`src/rtl/cml_frame_gen_if.sv`:
```
// Pixel stream input and Camera Link output bundle for cml_frame_gen.
// master is the stream source / CML sink side; slave is the generator.
interface cml_frame_gen_if #(
    parameter int DW = 8
);
    logic [DW-1:0] s_tdata;
    logic          s_tvalid;
    logic          s_tready;
    logic          s_tuser;
    logic          s_tlast;
    logic          cml_fval;
    logic          cml_lval;
    logic          cml_dval;
    logic [DW-1:0] cml_data;

    modport master (
        output s_tdata, s_tvalid, s_tuser, s_tlast,
        input  s_tready, cml_fval, cml_lval, cml_dval, cml_data
    );

    modport slave (
        input  s_tdata, s_tvalid, s_tuser, s_tlast,
        output s_tready, cml_fval, cml_lval, cml_dval, cml_data
    );
endinterface

```
`src/rtl/cml_frame_gen.sv`:
```
// Camera Link frame timing generator and tap packer: builds FVAL/LVAL/DVAL
// timing around a pixel stream or an internal ramp, with sync checking.
module cml_frame_gen #(
    parameter int ROW         = 1024,
    parameter int COL         = 1280,
    parameter int PIXEL_WIDTH = 8,
    parameter int TAPS        = 1,
    parameter int FV_LEAD     = 2,
    parameter int HBLANK      = 16,
    parameter int VBLANK      = 64
) (
    input  logic                video_clk,
    input  logic                reset,
    input  logic                enable,
    input  logic                test_mode,
    cml_frame_gen_if.slave      bus,
    output logic                frame_done,
    output logic                sync_err,
    output logic [15:0]         frame_cnt
);
    localparam int DW   = TAPS * PIXEL_WIDTH;
    localparam int BPL  = COL / TAPS;
    localparam int MAXB = (FV_LEAD > HBLANK) ? ((FV_LEAD > VBLANK) ? FV_LEAD : VBLANK)
                                             : ((HBLANK > VBLANK) ? HBLANK : VBLANK);
    localparam int RW   = (ROW  > 1) ? $clog2(ROW)  : 1;
    localparam int CW   = (BPL  > 1) ? $clog2(BPL)  : 1;
    localparam int BW   = (MAXB > 1) ? $clog2(MAXB) : 1;

    typedef enum logic [2:0] {S_IDLE, S_LEAD, S_LINE, S_HBLANK, S_VBLANK} state_t;

    state_t        state, state_nxt;
    logic [BW-1:0] blank_cnt, blank_nxt;
    logic [RW-1:0] row_cnt, row_nxt;
    logic [CW-1:0] col_cnt, col_nxt;
    logic          tm_q, tm_nxt;
    logic          beat;
    logic          in_frame;
    logic          vblank_first;
    logic          sof_pos, eol_pos;
    logic [DW-1:0] ramp;

    always_ff @(posedge video_clk) begin
        if (reset) begin
            state     <= S_IDLE;
            blank_cnt <= '0;
            row_cnt   <= '0;
            col_cnt   <= '0;
            tm_q      <= 1'b0;
        end else begin
            state     <= state_nxt;
            blank_cnt <= blank_nxt;
            row_cnt   <= row_nxt;
            col_cnt   <= col_nxt;
            tm_q      <= tm_nxt;
        end
    end

    always_comb begin
        state_nxt = state;
        blank_nxt = blank_cnt;
        row_nxt   = row_cnt;
        col_nxt   = col_cnt;
        tm_nxt    = tm_q;
        beat      = 1'b0;
        case (state)
            S_IDLE: begin
                if (enable) begin
                    tm_nxt    = test_mode;
                    state_nxt = S_LEAD;
                end
            end
            S_LEAD: begin
                if (blank_cnt == BW'(FV_LEAD - 1)) begin
                    blank_nxt = '0;
                    state_nxt = S_LINE;
                end else begin
                    blank_nxt = blank_cnt + BW'(1);
                end
            end
            S_LINE: begin
                // An idle stream cycle keeps LVAL high and simply stretches the line.
                beat = tm_q | bus.s_tvalid;
                if (beat) begin
                    if (col_cnt == CW'(BPL - 1)) begin
                        col_nxt = '0;
                        if (row_cnt == RW'(ROW - 1)) begin
                            row_nxt   = '0;
                            state_nxt = S_VBLANK;
                        end else begin
                            row_nxt   = row_cnt + RW'(1);
                            state_nxt = S_HBLANK;
                        end
                    end else begin
                        col_nxt = col_cnt + CW'(1);
                    end
                end
            end
            S_HBLANK: begin
                if (blank_cnt == BW'(HBLANK - 1)) begin
                    blank_nxt = '0;
                    state_nxt = S_LINE;
                end else begin
                    blank_nxt = blank_cnt + BW'(1);
                end
            end
            S_VBLANK: begin
                if (blank_cnt == BW'(VBLANK - 1)) begin
                    blank_nxt = '0;
                    if (enable) begin
                        tm_nxt    = test_mode;
                        state_nxt = S_LEAD;
                    end else begin
                        state_nxt = S_IDLE;
                    end
                end else begin
                    blank_nxt = blank_cnt + BW'(1);
                end
            end
            default: state_nxt = S_IDLE;
        endcase
    end

    always_comb begin
        ramp = '0;
        for (int k = 0; k < TAPS; k++)
            ramp[k*PIXEL_WIDTH +: PIXEL_WIDTH] =
                PIXEL_WIDTH'(int'(col_cnt) * TAPS + k + int'(row_cnt));
    end

    assign bus.s_tready = (state == S_LINE) && !tm_q;
    assign in_frame     = (state == S_LEAD) || (state == S_LINE) || (state == S_HBLANK);
    assign vblank_first = (state == S_VBLANK) && (blank_cnt == '0);
    assign sof_pos      = (row_cnt == '0) && (col_cnt == '0);
    assign eol_pos      = (col_cnt == CW'(BPL - 1));

    // Outputs trail the FSM by one cycle, so frame_done lines up with FVAL falling.
    always_ff @(posedge video_clk) begin
        if (reset) begin
            bus.cml_fval <= 1'b0;
            bus.cml_lval <= 1'b0;
            bus.cml_dval <= 1'b0;
            bus.cml_data <= '0;
            frame_done   <= 1'b0;
            sync_err     <= 1'b0;
            frame_cnt    <= '0;
        end else begin
            bus.cml_fval <= in_frame;
            bus.cml_lval <= (state == S_LINE);
            bus.cml_dval <= beat;
            if (!in_frame)
                bus.cml_data <= '0;
            else if (beat)
                bus.cml_data <= tm_q ? ramp : bus.s_tdata;
            frame_done <= vblank_first;
            if (vblank_first)
                frame_cnt <= frame_cnt + 16'd1;
            sync_err <= (state == S_LINE) && !tm_q && bus.s_tvalid &&
                        ((bus.s_tuser != sof_pos) || (bus.s_tlast != eol_pos));
        end
    end
endmodule
```
`src/flat_wrapper.sv`:
```
// flat-port wrapper written by rule: the top's interface ports become plain ports
module cml_frame_gen_flat 
#(
    parameter int ROW         = 1024,
    parameter int COL         = 1280,
    parameter int PIXEL_WIDTH = 8,
    parameter int TAPS        = 1,
    parameter int FV_LEAD     = 2,
    parameter int HBLANK      = 16,
    parameter int VBLANK      = 64
)
  (video_clk, reset, enable, test_mode, frame_done, sync_err, frame_cnt, bus_s_tdata, bus_s_tvalid, bus_s_tuser, bus_s_tlast, bus_s_tready, bus_cml_fval, bus_cml_lval, bus_cml_dval, bus_cml_data);
  cml_frame_gen_if bus_i ();
  input  logic video_clk;
  input  logic reset;
  input  logic enable;
  input  logic test_mode;
  output logic frame_done;
  output logic sync_err;
  output logic [15:0] frame_cnt;
  input wire logic [$bits(bus_i.s_tdata)-1:0] bus_s_tdata;
  input wire logic [$bits(bus_i.s_tvalid)-1:0] bus_s_tvalid;
  input wire logic [$bits(bus_i.s_tuser)-1:0] bus_s_tuser;
  input wire logic [$bits(bus_i.s_tlast)-1:0] bus_s_tlast;
  output wire logic [$bits(bus_i.s_tready)-1:0] bus_s_tready;
  output wire logic [$bits(bus_i.cml_fval)-1:0] bus_cml_fval;
  output wire logic [$bits(bus_i.cml_lval)-1:0] bus_cml_lval;
  output wire logic [$bits(bus_i.cml_dval)-1:0] bus_cml_dval;
  output wire logic [$bits(bus_i.cml_data)-1:0] bus_cml_data;
  assign bus_i.s_tdata = bus_s_tdata;
  assign bus_i.s_tvalid = bus_s_tvalid;
  assign bus_i.s_tuser = bus_s_tuser;
  assign bus_i.s_tlast = bus_s_tlast;
  assign bus_s_tready = bus_i.s_tready;
  assign bus_cml_fval = bus_i.cml_fval;
  assign bus_cml_lval = bus_i.cml_lval;
  assign bus_cml_dval = bus_i.cml_dval;
  assign bus_cml_data = bus_i.cml_data;
  cml_frame_gen #(.ROW(ROW), .COL(COL), .PIXEL_WIDTH(PIXEL_WIDTH), .TAPS(TAPS), .FV_LEAD(FV_LEAD), .HBLANK(HBLANK), .VBLANK(VBLANK)) u_core (.video_clk(video_clk), .reset(reset), .enable(enable), .test_mode(test_mode), .bus(bus_i), .frame_done(frame_done), .sync_err(sync_err), .frame_cnt(frame_cnt));
endmodule
```
`config.mk`:
```
export PLATFORM = sky130hd
export DESIGN_NAME = cml_frame_gen_flat
export DESIGN_NICKNAME = d
export VERILOG_FILES = /design/src/rtl/cml_frame_gen_if.sv /design/src/rtl/cml_frame_gen.sv /design/src/flat_wrapper.sv
export SDC_FILE = /design/constraint.sdc
export NUM_CORES = 1
export LEC_CHECK = 0
export ABC_CLOCK_PERIOD_IN_PS = 2300
export CORE_MARGIN = 5
export CORE_UTILIZATION = 45
export CTS_CLUSTER_DIAMETER = 150
export DETAILED_ROUTE_END_ITERATION = 8
export PLACE_DENSITY_LB_ADDON = 0.05
export SLEW_MARGIN = 20
export SYNTH_ARGS = -nofsm -noshare
export SYNTH_HDL_FRONTEND = slang
export SYNTH_SLANG_ARGS = --single-unit
```
`constraint.sdc`:
```
create_clock -name video_clk -period 2.3 [get_ports video_clk]
set_input_delay 0.575 -clock video_clk [delete_from_list [all_inputs] [get_ports video_clk]]
set_output_delay 0.575 -clock video_clk [all_outputs]
set_load 0.1 [all_outputs]
```
After elaboration in Yosys (flattened, before gate mapping)
Index checks and enable logic that the tools add are counted.
W data, S select, Z words.
{"block": "classes", "muxes": 20, "bitwise": 2, "n_addsub": 5, "reduce_logical": 20, "n_eq_ne": 17}
{"op": "$mux W3", "n": 7}
{"op": "$mux W6", "n": 3}
{"op": "$pmux W6 S3", "n": 1}
{"op": "$add A16 B1 Y16 const B", "n": 1}
{"op": "$pmux W3 S5", "n": 1}
{"op": "$add A11 B1 Y11 const B", "n": 1}
{"op": "$eq A11 B11 Y1 const B", "n": 1}
{"op": "$logic_not A11 Y1", "n": 1}
{"op": "$mux W11", "n": 1}
{"op": "$add A10 B1 Y10 const B", "n": 1}
{"op": "$eq A10 B10 Y1 const B", "n": 1}
{"op": "$logic_not A10 Y1", "n": 1}
{"op": "$mux W10", "n": 1}
{"op": "$ne A2 B1 Y1 const B", "n": 5}
{"op": "$add A8 B8 Y8", "n": 1}
{"op": "$mux W8", "n": 1}
{"op": "$add A6 B1 Y6 const B", "n": 1}
{"op": "$eq A3 B2 Y1 const B", "n": 2}
{"op": "$eq A6 B1 Y1 const B", "n": 1}
{"op": "$eq A6 B4 Y1 const B", "n": 1}
{"op": "$eq A6 B6 Y1 const B", "n": 1}
{"op": "$logic_not A6 Y1", "n": 1}
{"op": "$reduce_and A6 Y1", "n": 1}
{"op": "$logic_and A1 B1 Y1", "n": 5}
{"op": "other kinds (16)", "n": 23}
{"block": "word_totals", "word_cells": 76, "inputBits": 15, "out_inout_bits": 30, "ff_bits": 60}

Logic depth before layout (Yosys ltp)
Gate-level depths: netlist of run 1.
{"block": "logic_depth", "depth_word": 5, "ltp_mapped": 8, "ltp_nobuf": 8}

Worst setup path after synthesis of run 1
No wires, ideal clock.
{"block": "synth_timing", "kind": "register -> output", "startpoint": "reg u_core.state[1]", "endpoint": "out bus_s_tready", "path_slack_ps": -448, "t_required_ps": 1725, "arrival_ps": 2173, "path_stages_with_launch": 5, "cell_sequence": "dfxtp_1 buf_6 or3b_1 buf_6 nor2_1"}
{"block": "synth_between", "elab_chain_len": 2}
{"item": "from (decl)", "line_no": "cml_frame_gen.sv:31", "text": "state_t state, state_nxt;"}
{"item": "from (signal assigned)", "line_no": "cml_frame_gen.sv:50", "text": "state <= state_nxt;"}
{"item": "$eq A3 B2 Y1", "line_no": "cml_frame_gen.sv:130", "text": "assign bus.s_tready = (state == S_LINE) && !tm_q;"}
{"item": "$logic_and A1 B1 Y1", "line_no": "cml_frame_gen.sv:130"}
{"item": "to (decl)", "line_no": "flat_wrapper.sv:25", "text": "output wire logic [$bits(bus_i.s_tready)-1:0] bus_s_tready;"}
No other way between the ends.

Final worst setup path of run 1
{"block": "layout_timing", "startpoint": "reg u_core.col_cnt[0]", "endpoint": "reg u_core.bus.cml_data[6]"}
{"block": "layout_between", "elab_chain_len": 2}
{"item": "from (decl)", "line_no": "cml_frame_gen.sv:34", "text": "logic [CW-1:0] col_cnt, col_nxt;"}
{"item": "from (signal assigned)", "line_no": "cml_frame_gen.sv:53", "text": "col_cnt <= col_nxt;"}
{"item": "$add A8 B8 Y8", "line_no": "cml_frame_gen.sv:127", "text": "PIXEL_WIDTH'(int'(col_cnt) * TAPS + k + int'(row_cnt));"}
{"item": "$mux W8", "line_no": "cml_frame_gen.sv:153", "text": "bus.cml_data <= tm_q ? ramp : bus.s_tdata;"}
{"item": "to (signal assigned)", "line_no": "cml_frame_gen.sv:153"}
{"item": "to (decl)", "line_no": "cml_frame_gen_if.sv:23", "text": "output s_tready, cml_fval, cml_lval, cml_dval, cml_data"}
No other way between the ends.
A chain may end at the register's enable or synchronous reset.

==> impl.org, run 1 <==
** STA
- Clock Skew :: ~9.3 ps
- Max Freq :: about 470 MHz
- Least setup slack across all paths after layout :: around 170 ps
- Final-report hold violation count :: 0
- Tightest Pin Transition :: 452.7 ps
- In this run the tightest slew margin relative to its limit is a little over two thirds.
- In the final timing run, aggregate negative setup slack is 0 ps.
- RSZ-0062 raised after global routing :: false
- Clock period minus final worst setup slack :: ~2100 ps
- Number of max-slew violations in the final report :: 0
- # setup viols final :: 0
- Crit share post-route :: approximately 93%

** Setup path
- The setup path with the least slack is of type reg -> reg.
- Data required time at the worst endpoint :: 2540 ps
- The worst setup path is captured at a flop.
- Critical Path Source Type :: flop
- Of all nets on the critical path, the largest fanout is 5.
- Arrival time of data at the critical path endpoint :: approximately 2400 ps

** Die
- Vertical die dimension :: around 96 um
- Once the floorplan was initialized, standard cells occupied 45.88% of the core.
- Std-Cell Core Area :: around 0.0072 mm^2
- Die footprint :: between 0.009 and 0.01 mm^2
- 45 I/O pins were placed.
- The die is approximately 96 um wide.
- Number of rows in the core area :: 31

** CTS
- No sink is reached through more buffers than the 2 on the longest clock path.
- Once the clock tree was built, the resizer swapped 0 gates to a different size.
- The later pin in the worst-skew pair is clocked with a latency of 330 ps.
- The number of hold buffers added after CTS was 0.
- Maximum level of the CTS H-tree :: 3
- The clock drives 60 sinks.
- TritonCTS built the clock tree.
- Counting the buffers created by CTS gives 9.
- Root buffer cell :: clkbuf_8
- Post-CTS Repair Setup Buffers :: 0
- Clock-pin slew was measured on the worst setup and hold paths at around 70 ps.

** Hold path
- The tightest min-delay check is of the reg -> reg type.

** Route
- After detailed routing, the average wire length per cell comes to ~15 um.
- Vias per Instance :: around 5.4
- Aggregate routed wire length :: around 8 mm
- Before antenna repair, the detailed router went through 4 iterations.
- In the final routing, the length of wire on met1 measures a little under 4 mm.
- The count of nets left with antenna violations once routing finished came out at 0.
- The routed design uses 3.590 mm of met2 wire.
- Number of vias after detailed routing :: slightly below 3000
- Top routing layer in use :: met4
- The routed design uses about 440 um of met3 wire.
- After detailed routing, the number of remaining DRC violations is 0.
- Initial DRC count :: approximately 120

** Power
- For this design the ratio of total power to cell area is approximately 700 mW/mm^2.
- The analysis attributes to cell leakage a power of between 1.5 and 2 nW.
- IR Drop Worst-Case VDD :: ~0.0004 V

** Synth
- For this run, the register share of the synthesized area comes to a little over a third.
- After synthesis, the mean cell area works out to around 8.4 um^2.
- The synthesized design spends more area on one cell type than any other, namely dfxtp_1.
- The number of nets in the synthesized netlist is between 400 and 500.
- In this run the cell area of the synthesized design comes to 0.003292 mm^2.
- After synthesis, the largest area contributor takes up 36.49% of total cell area.
- Commonest cells in the synthesized netlist :: dfxtp_1, nor2_1, nand2_1
- Synthesis handed over a netlist of 391 instances.
- Post-synthesis sequential element count :: 60
- Among all flip-flop cells after synthesis, the most frequent one is dfxtp_1.
- dfxtp_1 is the most common cell in the netlist.
- During synthesis, Yosys emitted a total of 0 warnings.
- Of all flip-flops after synthesis, the portion carrying an async set or reset was 0%.
- Library cells used by synthesis :: 50
- In this run, synthesis inferred 0 flip-flops with an integrated enable.
- Ranked by total cell area, the synthesized netlist is headed by dfxtp_1, nor2_1, xnor2_1, ha_1, xor2_1.

** Global routing
- Largest net degree at the start of global routing :: 37
- The via count of the first global-routing pass was around 2800.
- Combined global-route utilization of all metal layers :: a little under a fifth
- Total global routing overflow :: 0
- The first global-routing pass estimated around 14 mm of wire.
- Antenna violations before repair :: 0

** Final layout
- Proportion of layout cells with a drive suffix above 1 :: roughly 17%
- Final net count :: ~480
- Synthesis-to-layout area growth :: 23.64%
- Counting the fill cells in the layout gives roughly 690.
- Inserted Diodes :: 0

** Placement
- Number of input and output port buffers inserted :: 44
- RePlAce Congestion :: 0.8366
- At the placement stage, the worst setup path has a slack of -38.70 ps.
- Total half-perimeter wirelength after legalization and detailed placement :: 5.973 mm

** Status
- Status :: completed

** Run
- The tool flagged a number of max-cap violations equal to 0.
==> routing by layer <==
metal	vias up	global-route usage [%]
met3	4	4.736
met2	61	28.20
met4	0	4.265
li1	1506	-
met5	-	0
met1	1384	27.83
==> cell usage in the layout, fill, tap and decap left out, types with 14 or more instances in the layout <==
cell / instances
a21oi_1: 16
buf_4: 46
clkdlybuf4s50_1: 14
dfxtp_1: 59
ha_1: 15
inv_1: 14
nand2_1: 27
nand3_1: 19
nor2_1: 56
o21ai_0: 14
xnor2_1: 22
xor2_1: 19
==> flip-flops by register name (all words and copies together), names as in the netlist, 3 cells and up <==
register,flops
u_core.col_cnt,11
u_core.blank_cnt,6
u_core.state,3
u_core.row_cnt,10
u_core.frame_cnt,16
u_core.bus.cml_data,8
==> path summary, 6_finish.rpt <==
path,from,end,slack [ps],depth (start not counted)
setup / recovery,u_core.col_cnt[0],u_core.bus.cml_data[6],170,8
hold / removal,u_core.bus.cml_data[0],u_core.bus.cml_data[0],500,2
setup reg to reg,u_core.col_cnt[0],u_core.bus.cml_data[6],170,8
hold reg to reg,u_core.bus.cml_data[0],u_core.bus.cml_data[0],500,2
==> area by class of cell <==
cell class | instances | area [um^2] | share of cell area, %
Clock buffer | 13 | 178.9 | 4.396
Multi-Input combinational cell | 301 | 1957 | 48.08
Clock inverter | 1 | 30.03 | 0.7378
Timing Repair Buffer | 62 | 525.5 | 12.91
Tap cell | 99 | 123.9 | 3.043
Inverter | 14 | 52.55 | 1.291
Sequential cell | 60 | 1202 | 29.54
==> power breakdown <==
part / switching [mW] / leakage, nW / internal, mW / total (mW)
sequential: 0.0351 / 0.485 / 1.09 / 1.13
combinational: 0.471 / 0.997 / 0.248 / 0.720
clock: 0.400 / 0.108 / 0.608 / 1.01
total: 0.907 / 1.59 / 1.95 / 2.85
==> per-stage QoR <==
step	power, mW	hold WS (ps)	std cells	instance area (um^2)	utilization, %
global placement	1.868	485.4	536	3861	53.81
floorplan	1.670	477.5	391	3296	-
CTS	2.880	502.3	550	4070	56.72
finish	2.855	499.8	550	4070	56.72
detailed placement	1.868	492.7	536	3861	53.81
global route	3.005	527.6	550	4070	56.72
==> critical path, stage by stage, from the launching register on <==
cell and delay (ps):
dfxtp_1 440, ha_1 250, inv_1 70, fa_1 410
nor2b_1 200, o31a_1 190, or4_1 120, nand3_1 110
a311oi_1 270
==> cells by family after synthesis <==
group,share of synthesized area (%)
fa+ha+maj,6.309
flops,36.49
xor+xnor,10.91
buf+inv,4.143
compound gates,11.86
mux,2.775
simple gates,27.52
(Power assumes the default switching activity.)
==> run 2, diff against run 1 <==
--- a/config.mk
+++ b/config.mk
@@ -5,8 +5,8 @@
 export SDC_FILE = /design/constraint.sdc
 export NUM_CORES = 1
 export LEC_CHECK = 0
-export ABC_CLOCK_PERIOD_IN_PS = 2300
-export CORE_MARGIN = 5
+export ABC_CLOCK_PERIOD_IN_PS = 2700
+export CORE_MARGIN = 3
 export CORE_UTILIZATION = 45
 export CTS_CLUSTER_DIAMETER = 150
 export DETAILED_ROUTE_END_ITERATION = 8
==> constraint.sdc (replaced) <==
create_clock -name video_clk -period 2.7 [get_ports video_clk]
set_input_delay 0.675 -clock video_clk [delete_from_list [all_inputs] [get_ports video_clk]]
set_output_delay 0.675 -clock video_clk [all_outputs]
set_load 0.1 [all_outputs]
==> run 2 against run 1 <==
Net effect: hold slack got worse by 15 ps; final cell count fell by 1.5%; via count shrank 1.4%; highest routed layer unchanged.
==> impl.org, run 2 (synthesized netlist as in run 1, its figures left out) <==
** Status
- Status :: completed

** CTS
- TritonCTS clock tree :: built
- In this run the post-CTS setup repair buffer count came out at 0.
- Post-CTS Hold Buffers :: 0
- Post-CTS repair changed the size of 0 cells.
- Root buffer cell :: clkbuf_8
- In this run, CTS created clock tree buffers numbering 9.
- Maximum level of the CTS H-tree :: 3
- Clock latency reported for the late side of the worst-skew pair :: about 340 ps
- Clock-pin slew was measured on the worst setup and hold paths at 70 ps.
- Clock tree synthesis found a total of 60 sinks.
- No sink is reached through more buffers than the 2 on the longest clock path.

** Final layout
- The register with the most flip-flops in the layout has 16 of them.
- In the final layout, the share of cells above drive strength 1 is 15.70%.
- The area growth from synthesis to layout is 20.26%.
- The sequential cells in the finished layout cover a total of around 0.0012 mm^2.
- Layout Cells excl Fill :: roughly 540
- 0 antenna diodes ended up in the layout.
- Area of the multi-input gates :: slightly below 0.002 mm^2
- In the layout the commonest cells are dfxtp_1, nor2_1, buf_4.
- Largest reg by FF count :: u_core.frame_cnt
- Leading registers by flop count :: u_core.frame_cnt x16, u_core.col_cnt x11, u_core.row_cnt x10
- Leading cell type in the layout, fill and taps excluded :: dfxtp_1
- The finished cells cover between 0.003 and 0.004 mm^2.
- Fill cell instance count of the final layout :: roughly 650
- Final net count :: roughly 470

** Route
- Detail Route met3 WL :: about 350 um
- After detailed routing, the number of remaining DRC violations is 0.
- After detailed routing, the number of vias per cell comes to roughly 5.4.
- The detailed router put a total of 3.985 mm of wire on met1.
- The count of nets left with antenna violations once routing finished came out at 0.
- In this run, the number of DRC markers left after iteration 0 of detailed routing was approximately 120.
- Top routing layer in use :: met4
- After detailed routing, the average wire length per cell comes to 14.37 um.
- Met2 Routed Length :: roughly 3.4 mm
- Pre-Repair DR Iteration Count :: 4
- Wires add up to 7.789 mm.
- The routed layout has 2914 vias.

** Setup path
- Critical path start-end classification :: reg -> out
- For this design, the slowest cell found on the critical path is dfxtp_1.
- Reg2reg path depth :: 5
- Largest incremental delay on the critical path :: 530 ps
- The setup check on the worst reg-to-reg path leaves a slack of between 400 and 500 ps.
- STA puts the critical path data required time at between 2000 and 2500 ps.
- Data arrives at the worst endpoint at about 1700 ps.
- Startpoint of the lowest-slack register-to-register path :: u_core.state[1]
- Destination of the worst register-to-register timing path :: u_core.row_cnt[5]
- Crit end category :: output pin
- In this run the worst path has a maximum fanout of 10.
- Critical Path Source Type :: flop
- The critical path goes through or3b_1 > nor2_2 > buf_12.

** Die
- The initial utilization of the core area, before any placement, comes to about 47%.
- The initialized floorplan defines 30 standard-cell rows.
- Chip width :: about 92 um
- The die covers between 0.008 and 0.009 mm^2.
- The total area inside the core boundary comes to between 0.006 and 0.007 mm^2.
- During I/O placement, the number of pins put on the boundary was 45.
- Measured along the y axis, the die boundary spans about 92 um.

** Placement
- Total half-perimeter wirelength after legalization and detailed placement :: approximately 5.7 mm
- The congestion estimate from routability-driven global placement came to 0.8414.
- Buffers placed on the I/O ports in this run total 44.
- The placed instances occupy a cell area of about 0.0038 mm^2.
- After detailed placement, the design holds a cell count of 526.
- Worst-case setup slack after placement :: between 200 and 250 ps

** STA
- Across all hold checks on the routed design, the worst slack comes to roughly 480 ps.
- At the pin with the least slew margin, the transition time is 628.1 ps.
- Crit share post-route :: between 80% and 90%
- The worst path needs between 2000 and 2500 ps of the cycle, external delays included.
- Setup slack closes at ~280 ps.
- Clock Skew :: roughly 6.3 ps
- Derived from the worst setup path, the maximum achievable clock frequency is slightly above 400 MHz.
- # setup viols final :: 0
- The worst pin sits at a relative slew slack of approximately 58%.
- Number of max-slew violations in the final report :: 0
- Final-report hold violation count :: 0
- Adding up every negative setup slack in the final design gives 0 ps.
- RSZ-0062 raised after global routing :: false

** Global routing
- The number of antenna violations at the first check in global routing was 0.
- The total overflow left after global routing is 0.
- The via count of the first global-routing pass was about 2800.
- Entering global routing, the biggest net connects 37 pins.
- Combined global-route utilization of all metal layers :: 20.18%
- Wire length of the first global-routing pass :: approximately 14 mm

** Power
- P per Cell Area :: 569.1 mW/mm^2
- For this design the static power due to leakage is about 1.5 nW.
- IR Drop Worst-Case VDD :: around 0.00026 V

** Hold path
- For hold timing, the worst endpoint is u_core.bus.cml_data[7].
- Worst Hold Depth :: 2
- The worst hold path begins at u_core.bus.cml_data[7].
- Min-Delay Path Class :: reg -> reg

** Run
- Maximum Capacitance Violations :: 0
run 2: worst max-delay path by stage:
stage | end | slack, ps | startpoint
global route | bus_s_tready | 170 | u_core.state[1]
detailed placement | u_core.row_cnt[9] | 250 | bus_s_tvalid
global placement | u_core.row_cnt[9] | 270 | bus_s_tvalid
CTS | bus_s_tready | 260 | u_core.state[1]
floorplan | bus_s_tready | 330 | u_core.state[1]
finish | bus_s_tready | 280 | u_core.state[1]
run 2: area by class of cell:
type	instances	share of cell area, %
Tap cell	96	3.034
Clock inverter	7	1.106
Inverter	14	1.327
Sequential cell	60	30.34
Timing Repair Buffer	55	11.63
Clock buffer	9	3.129
Multi-Input combinational cell	301	49.43
run 2: report_power, final:
| part | total, mW | leakage (nW) | switching [mW] | internal [mW] |
|---|---|---|---|---|
| Clock | 0.708 | 0.0848 | 0.381 | 0.327 |
| Sequential | 0.993 | 0.484 | 0.0631 | 0.930 |
| Combinational | 0.552 | 0.959 | 0.365 | 0.187 |
| Total | 2.25 | 1.53 | 0.809 | 1.44 |
run 2: per-layer routing:
layer  track usage (%)  up-vias
li1                  -     1494
met1             28.71     1359
met2             29.52       53
met3             6.379        8
met4             4.774        0
met5                 0        -
run 2: stage by stage:
step	power (mW)	util, %
final	2.253	57.01
after global routing	2.389	57.01
after CTS	2.282	57.01
after detailed placement	1.565	54.59
after global placement	1.563	54.59
after floorplan	1.422	-
run 2: critical path, delay by kind of cell, from the launching register on:
| family | cells | cell delay, ps |
|---|---|---|
| DFF | 1 | 530 |
| and+or+nand+nor | 2 | 680 |
| buffers and inverters | 1 | 190 |
